$ cat config.mk
export PLATFORM = sky130hd
export DESIGN_NAME = mem_access
export DESIGN_NICKNAME = d
export VERILOG_FILES = /design/src/rtl/core_pkg.sv /design/src/rtl/mem_lane.sv /design/src/rtl/mem_access.sv
export SDC_FILE = /design/constraint.sdc
export NUM_CORES = 1
export LEC_CHECK = 0
export BUFFER_PORTS_ARGS = -buffer_cell sky130_fd_sc_hd__buf_2
export CORE_UTILIZATION = 39
export DETAILED_ROUTE_END_ITERATION = 10
export SKIP_LAST_GASP = 1
export SLEW_MARGIN = 10
export SYNTH_ARGS = -nofsm -noshare
export SYNTH_HDL_FRONTEND = slang
export SYNTH_HIERARCHICAL = 1
export SYNTH_SLANG_ARGS = --single-unit
$ cat constraint.sdc
create_clock -name clk -period 7.65 [get_ports clk]
set_clock_uncertainty 0.1 [all_clocks]
set_input_delay 1.53 -clock clk [delete_from_list [all_inputs] [get_ports clk]]
set_output_delay 1.53 -clock clk [all_outputs]
set_load 0.01 [all_outputs]
$ cat src/rtl/core_pkg.sv
// Shared core definitions: micro-op field layout, access sizes, memory FSM states
// and the write-selector bit positions that the write stage also decodes.
package core_pkg;
    localparam int MOP_ACC = 4;
    localparam int MOP_ST  = 3;
    localparam int MOP_UNS = 2;

    localparam logic [1:0] SIZE_B = 2'b00;
    localparam logic [1:0] SIZE_H = 2'b01;
    localparam logic [1:0] SIZE_W = 2'b10;

    localparam int WSEL_REG = 0;
    localparam int WSEL_CSR = 1;
    localparam int WSEL_PC  = 2;
    localparam int WSEL_MEM = 3;

    typedef enum logic [1:0] {IDLE, REQ, WAIT_R, DONE} mem_state_t;

    function automatic logic misaligned(input logic [1:0] size, input logic [1:0] lo);
        return (size == SIZE_H && lo[0]) || (size == SIZE_W && lo != 2'b00);
    endfunction
endpackage

$ cat src/rtl/mem_lane.sv
// Byte-lane logic for the memory stage: store replication/strobes and load
// lane extraction with sign or zero extension.
module mem_lane
    import core_pkg::*;
(
    input  logic [1:0]  size,
    input  logic [1:0]  offset,
    input  logic        zext,
    input  logic [31:0] sdata,
    input  logic [31:0] rdata,
    output logic [31:0] wdata,
    output logic [3:0]  wstrb,
    output logic [31:0] ldata
);
    logic [31:0] shifted;

    always_comb begin
        shifted = rdata >> {offset, 3'b000};
        wdata   = sdata;
        wstrb   = 4'b1111;
        ldata   = shifted;
        case (size)
            SIZE_B: begin
                wdata = {4{sdata[7:0]}};
                wstrb = 4'b0001 << offset;
                ldata = {{24{~zext & shifted[7]}}, shifted[7:0]};
            end
            SIZE_H: begin
                wdata = {2{sdata[15:0]}};
                wstrb = 4'b0011 << offset;
                ldata = {{16{~zext & shifted[15]}}, shifted[15:0]};
            end
            default: ;
        endcase
    end
endmodule

$ cat src/rtl/mem_access.sv
// Memory stage: issues loads/stores over a req/ready + rvalid bus and hands a
// one-cycle done pulse with the write-back fields to the write stage.
module mem_access
    import core_pkg::*;
(
    input  logic        clk,
    input  logic        rst,
    input  logic        enable,
    input  logic [4:0]  mop,
    input  logic [3:0]  wsel_in,
    input  logic [31:0] pc_in,
    input  logic [31:0] data_in,
    input  logic [31:0] sdata,
    input  logic [4:0]  rd_in,
    output logic        done,
    output logic [3:0]  wselector,
    output logic [31:0] pc,
    output logic [31:0] data,
    output logic [4:0]  rd,
    output logic        misalign,
    output logic        mem_req,
    output logic        mem_we,
    output logic [31:0] mem_addr,
    output logic [31:0] mem_wdata,
    output logic [3:0]  mem_wstrb,
    input  logic        mem_ready,
    input  logic [31:0] mem_rdata,
    input  logic        mem_rvalid
);
    mem_state_t  state, state_nxt;
    logic [4:0]  op_mop;
    logic [3:0]  op_wsel;
    logic [31:0] op_pc, op_addr, op_sdata;
    logic [4:0]  op_rd;
    logic [31:0] lane_wdata, lane_ldata;
    logic [3:0]  lane_wstrb;
    logic        in_mis;

    assign in_mis = misaligned(mop[1:0], data_in[1:0]);

    // Bus fields come straight from the latched op, so they are stable for all of REQ.
    assign mem_req   = (state == REQ);
    assign done      = (state == DONE);
    assign mem_we    = op_mop[MOP_ACC] & op_mop[MOP_ST];
    assign mem_addr  = {op_addr[31:2], 2'b00};
    assign mem_wdata = lane_wdata;
    assign mem_wstrb = mem_we ? lane_wstrb : 4'b0000;

    mem_lane u_lane (
        .size   (op_mop[1:0]),
        .offset (op_addr[1:0]),
        .zext   (op_mop[MOP_UNS]),
        .sdata  (op_sdata),
        .rdata  (mem_rdata),
        .wdata  (lane_wdata),
        .wstrb  (lane_wstrb),
        .ldata  (lane_ldata)
    );

    always_ff @(posedge clk or posedge rst) begin
        if (rst) state <= IDLE;
        else     state <= state_nxt;
    end

    always_comb begin
        state_nxt = state;
        case (state)
            IDLE: if (enable) begin
                if (!mop[MOP_ACC] || in_mis) state_nxt = DONE;
                else                         state_nxt = REQ;
            end
            REQ:    if (mem_ready) state_nxt = op_mop[MOP_ST] ? DONE : WAIT_R;
            WAIT_R: if (mem_rvalid) state_nxt = DONE;
            default: state_nxt = IDLE;
        endcase
    end

    // Output fields only change on the edge into DONE and hold until the next completion.
    always_ff @(posedge clk or posedge rst) begin
        if (rst) begin
            op_mop <= '0; op_wsel <= '0; op_pc <= '0; op_addr <= '0; op_sdata <= '0; op_rd <= '0;
            wselector <= '0; pc <= '0; data <= '0; rd <= '0; misalign <= 1'b0;
        end else begin
            case (state)
                IDLE: if (enable) begin
                    op_mop <= mop; op_wsel <= wsel_in; op_pc <= pc_in;
                    op_addr <= data_in; op_sdata <= sdata; op_rd <= rd_in;
                    if (!mop[MOP_ACC] || in_mis) begin
                        wselector <= (mop[MOP_ACC] && in_mis) ? 4'b0000 : wsel_in;
                        misalign  <= mop[MOP_ACC] && in_mis;
                        pc <= pc_in; data <= data_in; rd <= rd_in;
                    end
                end
                REQ: if (mem_ready && op_mop[MOP_ST]) begin
                    wselector <= op_wsel; misalign <= 1'b0;
                    pc <= op_pc; data <= op_addr; rd <= op_rd;
                end
                WAIT_R: if (mem_rvalid) begin
                    wselector <= op_wsel; misalign <= 1'b0;
                    pc <= op_pc; data <= lane_ldata; rd <= op_rd;
                end
                default: ;
            endcase
        end
    end
endmodule

==> metrics.md, run 1 <==
| Metric | Value |
|---|---|
| Critical path fanouts, max | 16 |
| CP cell instances | nor2_1 -> buf_4 -> mux2_2 -> buf_2 |
| Total power | 6.261 mW |
| Vias/cell | 5.102 |
| Fmax | 236.1 MHz |
| Worst EP required | 6020 ps |
| Fin crit share | 0.5538 |
| Post-DP HPWL | 17.82 mm |
| Post-synth top area cell | dfrtp_1 |
| Crit path buf inv count | 2 |
| Post-synthesis mux area share | 0.3285 |
| Hold crit path type | flop to flop |
| CTS hold repair buffers | 0 |
| Storage cell area | 0.004654 mm² |
| Vias | 6969 |
| Worst EP arrival | 2610 ps |
| CTS root buffer | clkbuf_16 |
| Layout area overhead | 19.61% |
| Max_cap viols | 0 |
| Asr flop ratio synth | 1.000 |
| Slowest-stage cell, CP | nor2_1 |
| Synth Area in Simple Gates | 0.04402 |
| Clock H-tree levels | 4 |
| Final ANT Viol Nets | 0 |
| CTS tree | done |
| Placer Congestion | 0.8071 |
| Sequential element share of the synthesized area | 0.4692 |
| Setup bufs post-CTS | 0 |
| Fillers | 2359 |
| # DRC | 0 |
| Die area | 0.02608 mm² |
| Post-layout min period | 4236 ps |
| Drt first pass iters | 5 |
| Crit. path cell count | 4 |
| Worst Setup End Kind | output port |
| RSZ-0062 raised after global routing | no |
| Initial antenna violation count | 2 |
| Max-slew headroom | 0.2571 |
| Top cell type's share of synthesized area | 0.4692 |
| Placed Area | 0.01128 mm² |
| Initial Util | 0.3962 |
| Crit Path Class | flop to output port |
| Post-synthesis xor/xnor area fraction | 0 |
| Largest family of logic cells by synthesized area | multiplexers |
| Worst slew pin tran | 1114 ps |
| Global-route usage over all layers | 0.2002 |
| Post-synth EDFFs | 0 |
| Port-buffer cells | 289 |
| Site Rows | 58 |
| GR Overflow Total | 0 |
| Reg clk slew, reported paths | 70 ps |
| Worst IR Drop VDD | 0.2723 mV |
| Pin count of the biggest net entering global routing | 115 |
| Max incr delay on CP | 710 ps |
| Primary FF master, synth | dfrtp_1 |
| Area share of fa/ha/maj cells after synthesis | 0.005045 |
| FF-to-FF path depth | 7 |
| Clock latency at the later pin of the worst-skew pair | 430 ps |
| Share of post-route cells with drive strength above 1 | 0.5720 |
| CTS Sinks | 186 |
| Ys Warns | 6 |
| Max Slew Vio Count | 0 |
| Vias in the first global route | 6959 |
| # resized after CTS | 0 |
| Post-synthesis cell area | 0.009920 mm² |
| Num CTS Buffers | 17 |
| First-pass GRT wire length | 40.28 mm |
| Pleak | 5.647 nW |
| WL final | 25.82 mm |
| Die height | 161.5 µm |
| Distinct cells, synth | 38 |
| Min-Delay Path Depth | 1 |
| Status | complete, no violations |
| Initial DRC Count | 487 |
| # setup viols final | 0 |
| Flops & latches, synth | 186 |
| Compound-Gate Fraction of Synth Area | 0.08804 |
| Fin area | 0.01187 mm² |
| Crit path launch type | flop |
| Post-Syn Instances | 802 |
| PD cells | 527.7 mW/mm² |
| Boundary pin count | 292 |
| Synthesized area per cell | 12.37 µm² |
| Nets | 1173 |
| Largest delay share family, worst path | simple AND/OR/NAND/NOR gates |
| CTS max path bufs | 2 |
| Multi-input combinational cell area | 0.004646 mm² |
| CORE AREA | 0.02504 mm² |
| Die width | 161.5 µm |
| Setup TNS | 0 ps |
| Hold Vio Cnt, Final | 0 |
| Top cells by area, synth | dfrtp_1 47%, mux2_2 21%, mux2_4 9.2%, buf_4 3.2%, mux2i_1 2.7% |
| Routed WL per cell | 18.90 µm |
==> metrics by stage <==
step           hold slack, ps  setup WS [ps]  cells    util
2_1_floorplan           373.7          962.9    803       -
3_3_place_gp            370.6           3844   1333  0.4504
3_5_place_dp            376.7           3836   1333  0.4504
4_1_cts                 403.9           3428   1365  0.4738
5_1_grt                 415.7           3311   1366  0.4739
6_report                400.7           3414   1366  0.4739
==> registers in the layout (all words and copies together), names as in the netlist <==
signal,cells
data,32
misalign,1
op_addr,32
op_mop,5
op_pc,32
op_rd,5
op_sdata,32
op_wsel,4
pc,32
rd,5
state,2
wselector,4
==> logic make-up (layout without fill, tap and decap cells) <==
family | after synthesis | count (layout)
flip-flops | 186 | 186
adder cells (fa/ha/maj) | 4 | 4
multiplexers | 272 | 272
AND/OR/NAND/NOR | 98 | 98
other | 1 | 3
buffers and inverters | 108 | 340
AO/OA/AOI/OAI | 133 | 133
==> worst reg2reg max path: cells and delay by family (launching register included) <==
family | cells | cell delay [ps]
muxes | 1 | 490
adders and majority gates | 1 | 200
DFF | 1 | 410
buffers and inverters | 3 | 1380
AOI/OAI and AO/OA | 2 | 300
==> worst paths after layout <==
| path | start | to | slack [ps] |
|---|---|---|---|
| hold reg to reg | misalign | misalign | 400 |
| min in group asynchronous | rst | op_sdata[18] | 1140 |
| hold / removal | misalign | misalign | 400 |
| max in group asynchronous | rst | pc[30] | 4790 |
| setup reg to reg | state[1] | pc[12] | 4670 |
| setup / recovery | op_mop[0] | mem_wdata[8] | 3410 |
==> layer usage <==
metal	share of wire	wire length, µm	up-vias	GRT usage
met5	0.00066	17	-	0
met2	0.48	12420	220	0.3197
met4	0.018	463	2	0.06518
met3	0.059	1536	26	0.04520
met1	0.44	11390	3454	0.2682
li1	-	-	3267	-
==> where the power goes <==
group	internal (mW)	leakage (nW)	switching [mW]	total [mW]
registers	1.51	2.20	0.345	1.86
logic	1.86	3.16	1.65	3.51
clock network	0.450	0.281	0.440	0.890
total	3.82	5.65	2.44	6.26
==> cell usage in the layout, fill, tap and decap left out, types with 17 or more instances in the layout <==
cell / netlist / layout
clkbuf_16: 0 / 17
nor2_1: 39 / 39
mux2i_1: 27 / 27
mux2_4: 61 / 61
a21oi_1: 52 / 52
mux2_2: 184 / 184
dfrtp_1: 186 / 186
a22oi_1: 32 / 32
o21ai_0: 21 / 21
nand2_1: 35 / 34
buf_2: 10 / 289
==> cell type report <==
type,instances,share of cell area
Clock buffer,19,0.03817
Multi-Input combinational cell,509,0.3915
Sequential cell,186,0.3923
Timing Repair Buffer,299,0.1282
Tap cell,330,0.03480
Inverter,9,0.003480
Antenna cell,1,0.0002109
Clock inverter,13,0.01128
==> cells in the mapped netlist, drive strengths merged (2+ instances only) <==
cell type / count
o21ai: 21
mux2i: 27
inv: 9
a22oi: 32
o21bai: 2
nand3b: 4
o211ai: 18
o21a: 2
nand2: 35
dfrtp: 186
a21oi: 52
buf: 62
nor2b: 2
mux2: 245
or2: 7
nor2: 39
clkbuf: 37
and3: 4
ha: 4
No activity file was read; power rests on OpenSTA's default activity.
==> run 2: changes to the inputs <==
- ABC_AREA: unset -> 1
- clock period: 7.65 -> 4.05 ns (I/O delays scaled with it)
==> run 2 against run 1 <==
  * Count of clock-buffer cells in the layout fell by 1
  * Hold slack worse by 36 ps
  * Design area is 0.69% lower
  * First-iteration DRC count increased by 18%
  * Sequential power grew 81%
  * Highest routed layer unchanged
==> metrics.md, run 2 <==
| Metric | Value |
|---|---|
| Final ANT Viol Nets | 0 (unchanged) |
| Reg clk slew, reported paths | 70 ps (about the same) |
| Synth cell count leaders | 402 x nand2_1, 186 x dfrtp_1, 110 x nand3_1 |
| Seq pwr share | 0.303 (+0.006) |
| CTS hold repair buffers | 0 (unchanged) |
| Drt first pass iters | 5 (unchanged) |
| CTS Sinks | 186 (unchanged) |
| Max Used Layer | met5 |
| Largest delay share family, worst path | flip-flops |
| CTS root buffer | clkbuf_16 |
| Site Rows | 57 (-1.7%) |
| Clk network pwr share | 0.156 (+0.014) |
| First-pass GRT wire length | 46.20 mm (+15%) |
| Sequential element share of the synthesized area | 0.4761 (+0.006846) |
| # resized after CTS | 0 (unchanged) |
| Layout Cells excl Fill | 1782 (+30%) |
| Hold crit path type | flop to flop |
| Fmax | 306.7 MHz |
| Pleak | 6.321 nW (+12%) |
| Initial DRC Count | 574 (+18%) |
| Layout area overhead | 20.53% |
| Hold Vio Cnt, Final | 0 (unchanged) |
| Boundary pin count | 292 (unchanged) |
| Met1 WL | 13.55 mm (+19%) |
| Max_cap viols | 0 (unchanged) |
| Pin count of the biggest net entering global routing | 84 (-27%) |
| Distinct cells, synth | 26 (-32%) |
| Crit path launch type | flop |
| Clock latency at the later pin of the worst-skew pair | 430 ps (about the same) |
| Global-route usage over all layers | 0.2291 (+0.02892) |
| Vias | 8753 (+26%) |
| Worst IR Drop VDD | 0.4342 mV (+59%) |
| Setup TNS | 0 ps (unchanged) |
| Routed WL per cell | 16.26 µm (-14%) |
| Synthesized area per cell | 7.923 µm² (-36%) |
| Asr flop ratio synth | 1.000 (unchanged) |
| Top cells by area, synth | dfrtp_1 48%, nand2_1 15%, mux2_2 7.4%, nand3_1 5.6%, o21ai_0 5.1% |
| Die area | 0.02571 mm² (-1.4%) |
| WL final | 28.98 mm (+12%) |
| Fin crit share | 0.8050 |
| Commonest non-fill, non-tap cell in the layout | nand2_1 |
| Post-synth EDFFs | 0 (unchanged) |
| Crit path buf inv count | 4 (+2) |
| Top cell type's share of synthesized area | 0.4761 (+0.006846) |
| Max-slew headroom | 0.2463 (-0.01078) |
| Cell count after placement | 1740 (+31%) |
| FF-to-FF path depth | 7 (unchanged) |
| Placer Congestion | 0.8561 (+6.1%) |
| Switch share | 0.4674 (+0.07816) |
| Ys Warns | 6 (unchanged) |
| Crit Path Class | flop to output port |
| Primary FF master, synth | dfrtp_1 |
| Post-synthesis cell area | 0.009777 mm² (-1.4%) |
| Combinational share of power | 0.541 (-0.020) |
| Setup bufs post-CTS | 0 (unchanged) |
| Port-buffer cells | 289 (unchanged) |
| Initial Util | 0.3997 (+0.003471) |
| Critical path fanouts, max | 19 (+3) |
| Fillers | 2529 (+7.2%) |
| RSZ-0062 raised after global routing | no |
| Met2 routed WL | 13.24 mm (+6.6%) |
| Vias in the first global route | 8310 (+19%) |
| Post-Syn Instances | 1234 (+54%) |
| Min-Delay Path Depth | 2 (+1) |
| Num CTS Buffers | 17 (unchanged) |
| # DRC | 0 (unchanged) |
| Most numerous cell in the Yosys netlist | nand2_1 |
| Die height | 160.3 µm (-0.71%) |
| GR Overflow Total | 0 (unchanged) |
| Max incr delay on CP | 840 ps (+130 ps) |
| Die width | 160.3 µm (-0.71%) |
| Initial antenna violation count | 13 (+11) |
| Most frequent cells in the layout | 400 x nand2_1, 289 x buf_2, 186 x dfrtp_1 |
| Worst slew pin tran | 1124 ps (+9.228 ps) |
| CP cell instances | clkinv_4 -> nand2_4 -> inv_1 -> nor2_1 -> o21ai_0 -> inv_1 -> nor2_1 -> buf_2 |
| Vias/cell | 4.912 (-3.7%) |
| CORE AREA | 0.02446 mm² (-2.3%) |
| PD cells | 943.8 mW/mm² (+79%) |
| Flops & latches, synth | 186 (unchanged) |
| WL met3 | 1.607 mm (+4.6%) |
| Worst EP required | 3140 ps (-2880 ps) |
| Internal Pwr Total | 5.924 mW (+55%) |
| CTS tree | done |
| Clock H-tree levels | 4 (unchanged) |
| Share of post-route cells with drive strength above 1 | 0.2852 (-0.2868) |
| # setup viols final | 0 (unchanged) |
| Post-DP HPWL | 20.04 mm (+12%) |
| Worst EP arrival | 2350 ps (-260 ps) |
| Nets | 1586 (+35%) |
| Status | complete, no violations |
| Net Sw Power | 5.198 mW (+110%) |
| CTS max path bufs | 2 (unchanged) |
| Post-synth top area cell | dfrtp_1 |
| Slowest-stage cell, CP | dfrtp_1 |
| Max Slew Vio Count | 0 (unchanged) |
| Worst Setup End Kind | output port |
| Crit. path cell count | 8 (+4) |
| Post-layout min period | 3260 ps |
## run 2: area by class of cell
class                   count  area, µm²  share of cell area
diodes                     10      25.02            0.002124
multi-input cells         847       4183              0.3550
flip-flops and latches    186       4654              0.3950
repair buffers            303       1602              0.1359
inverters                  80      309.0             0.02623
well taps                 324      405.4             0.03440
clock inverters            14      176.4             0.01497
clock buffers              18      429.2             0.03642
## run 2: logic make-up (layout without fill, tap and decap cells)
| logic type | count (synthesis) | count (layout) | synth area share |
|---|---|---|---|
| AND/OR/NAND/NOR | 577 | 577 | 0.2400 |
| buffers and inverters | 202 | 415 | 0.09956 |
| AO/OA/AOI/OAI | 200 | 200 | 0.1052 |
| flip-flops | 186 | 186 | 0.4761 |
| multiplexers | 64 | 64 | 0.07371 |
| adder cells (fa/ha/maj) | 4 | 4 | 0.005119 |
| other | 1 | 12 | 0.0003836 |
## run 2: layer usage
| metal | track usage | vias up |
|---|---|---|
| met5 | 0 | - |
| met4 | 0.08225 | 4 |
| met3 | 0.04778 | 39 |
| met2 | 0.3460 | 257 |
| met1 | 0.3240 | 4099 |
| li1 | - | 4354 |
## run 2: path summary, 6_finish.rpt
check / start / slack [ps] / end
setup / recovery: op_mop[1] / 790 / mem_wstrb[1]
hold / removal: pc[1] / 360 / pc[1]
setup reg to reg: state[0] / 880 / data[4]
hold reg to reg: pc[1] / 360 / pc[1]
max in group asynchronous: rst / 2580 / op_addr[0]
min in group asynchronous: rst / 470 / op_addr[23]
## run 2: tightest hold or removal path: stages (launching register included)
cell     delay (ps)
dfrtp_1         340
nand2_1          50
nand2_1          40
## run 2: through the flow
stage	utilization	worst slack, ps	power, mW	cell area [µm²]	hold slack (ps)
CTS	0.4807	760.6	11.26	11760	371.0
global route	0.4814	608.3	12.18	11780	385.9
detailed placement	0.4559	871.8	9.496	11150	353.0
finish	0.4817	789.8	11.12	11780	365.0
global placement	0.4559	969.7	9.371	11150	349.0
floorplan	-	747.5	7.768	9784	352.9
## run 2: power by group through the flow
stage	clock (mW)	combinational (mW)	sequential (mW)
6_report	1.73	6.02	3.37
2_1_floorplan	0	4.35	3.42
3_3_place_gp	0	6.00	3.37
4_1_cts	1.78	6.12	3.37
3_5_place_dp	0	6.10	3.39
5_1_grt	1.86	6.84	3.48
==> run 3: changes to the inputs <==
- clock period: 4.05 -> 3.3 ns (I/O delays scaled with it)
==> run 3 against run 2 <==
  * Clock power rose by 21%
  * Critical path depth shrank 4
  * Die area stayed put
  * Final cell count is 0.11% higher
  * Register-to-register slack worse by 80 ps
  * Sequential share of layout area shrank 0.28 points
  * Hold slack lost 200 ps
  * Design area up 0.71%
  * Largest power group unchanged
==> metrics.md, run 3 (synthesized netlist as in run 2, its figures left out) <==
| Metric | Value |
|---|---|
| Routing usage on met2 | 0.3640 (+0.01798) |
| Reg clk slew, reported paths | 80 ps (about the same) |
| Crit Path Class | flop to output port |
| Pre-CTS setup slack | 788.4 ps (-83.44 ps) |
| Worst EP arrival | 2020 ps (-330 ps) |
| Global-route usage over all layers | 0.2276 (-0.001465) |
| Most frequent cells in the layout | 400 x nand2_1, 289 x buf_2, 186 x dfrtp_1 |
| Post-layout min period | 2784 ps |
| Max incr delay on CP | 480 ps (-360 ps) |
| Site Rows | 57 (unchanged) |
| Vias | 8818 (+0.74%) |
| Die width | 160.3 µm (unchanged) |
| Final ANT Viol Nets | 0 (unchanged) |
| CTS hold repair buffers | 0 (unchanged) |
| Hold_ws | 170.0 ps (-195.0 ps) |
| Share of post-route cells with drive strength above 1 | 0.2889 (+0.003637) |
| Fmax | 359.2 MHz |
| Pleak | 6.370 nW (+0.78%) |
| Vias in the first global route | 8296 (-0.17%) |
| Status | complete, no violations |
| CTS max path bufs | 2 (unchanged) |
| CP cell instances | inv_1 -> ha_2 -> buf_4 -> buf_2 |
| Nets | 1592 (+0.38%) |
| Clock latency at the later pin of the worst-skew pair | 440 ps (about the same) |
| Fin area | 0.01187 mm² (+0.71%) |
| Num CTS Buffers | 17 (unchanged) |
| Worst IR Drop VDD | 0.6787 mV (+56%) |
| Placer Congestion | 0.9112 (+6.4%) |
| CTS root buffer | clkbuf_16 |
| Worst Setup End Kind | output port |
| Met1 usage | 0.3035 (-0.02049) |
| Pin count of the biggest net entering global routing | 92 (+9.5%) |
| PD cells | 1158 mW/mm² (+23%) |
| Setup TNS | 0 ps (unchanged) |
| CORE AREA | 0.02446 mm² (unchanged) |
| Final worst setup slack | 516.3 ps (-273.5 ps) |
| # resized after CTS | 0 (unchanged) |
| Slowest-stage cell, CP | ha_2 |
| Drt first pass iters | 5 (unchanged) |
| Worst slew pin tran | 702.7 ps (-420.9 ps) |
| Largest delay share family, worst path | buffers and inverters |
| Crit path launch type | flop |
| Critical path fanouts, max | 21 (+2) |
| Fin crit share | 0.8435 |
| Max-slew headroom | 0.5316 (+0.2853) |
| Initial Util | 0.3997 (unchanged) |
| Die area | 0.02571 mm² (unchanged) |
| Initial DRC Count | 536 (-6.6%) |
| First-pass GRT wire length | 45.94 mm (-0.55%) |
| Utilization after layout | 0.4851 (+0.003427) |
| Clock H-tree levels | 4 (unchanged) |
| Hold Vio Cnt, Final | 0 (unchanged) |
| Initial antenna violation count | 9 (-4) |
| Post-DP HPWL | 20.39 mm (+1.8%) |
| Hold crit path type | input pin to async pin |
| Die height | 160.3 µm (unchanged) |
| Vias/cell | 4.943 (+0.63%) |
| CTS tree | done |
| WL final | 28.93 mm (-0.17%) |
| Port-buffer cells | 289 (unchanged) |
| Setup bufs post-CTS | 0 (unchanged) |
| Max_cap viols | 0 (unchanged) |
| Crit path buf inv count | 3 (-1) |
| # setup viols final | 0 (unchanged) |
| RSZ-0062 raised after global routing | no |
| Routed WL per cell | 16.22 µm (-0.28%) |
| Boundary pin count | 292 (unchanged) |
| Worst EP required | 2540 ps (-600 ps) |
| Placed Area | 0.01125 mm² (+0.85%) |
| Met3 Usage GRT | 0.05320 (+0.005424) |
| Commonest non-fill, non-tap cell in the layout | nand2_1 |
| Layout area overhead | 21.38% |
| Busiest layer in global routing | met2 |
| GR Overflow Total | 0 (unchanged) |
| Max Slew Vio Count | 0 (unchanged) |
| CTS Sinks | 186 (unchanged) |
| # DRC | 0 (unchanged) |
run 3: cell count changes in the layout (fill, tap and decap cells not counted), sizes merged:
| cell | change |
|---|---|
| buf | +6 |
| diode | -4 |
| clkinv | +2 |
| bufinv | -1 |
| clkbuf | +1 |
| inv | -2 |
run 3: metrics by stage:
stage	std cells	power, mW
final	1784	13.75
after global routing	1781	14.98
after CTS	1778	13.90
after detailed placement	1746	11.77
after global placement	1746	11.62
after floorplan	1235	9.533
run 3: area by class of cell:
cell class	count	area, µm²
fill	2471	12590
multi-input combinational	847	4183
clock inverter	13	151.4
clock buffer	19	452.9
inverter	80	309.0
tap	324	405.4
antenna	6	15.01
sequential	186	4654
timing repair buffer	309	1697
run 3: worst register-to-register path, stage by stage (launching register included):
cell and delay [ps]:
dfrtp_1 750, inv_2 270, nand2_1 140, nand3_1 110, nand3_2 360, nand3_1 150
a21oi_1 270, a21oi_1 100, nand3_1 90, nand2_1 50
run 3: metal layers:
layer / wire length [µm] / share of wire
met1: 13040 / 0.45
met2: 13640 / 0.47
met3: 1664 / 0.058
met4: 553 / 0.019
met5: 40 / 0.0014
run 3: power by group:
group / leakage [nW] / switching (mW) / internal [mW]
clock network: 0.295 / 1.04 / 1.06
registers: 2.28 / 0.705 / 3.43
logic: 3.80 / 4.69 / 2.82
total: 6.37 / 6.43 / 7.31
run 3: path summary, 6_finish.rpt:
kind,from,to,slack (ps),cells past startpoint
max,state[1],mem_req,520,4
min,rst,op_addr[23],170,2
max reg2reg,op_addr[0],data[31],800,9
min reg2reg,pc[0],pc[0],370,2
max in group asynchronous,rst,op_sdata[15],2220,3
min in group clk,sdata[6],op_sdata[6],350,2
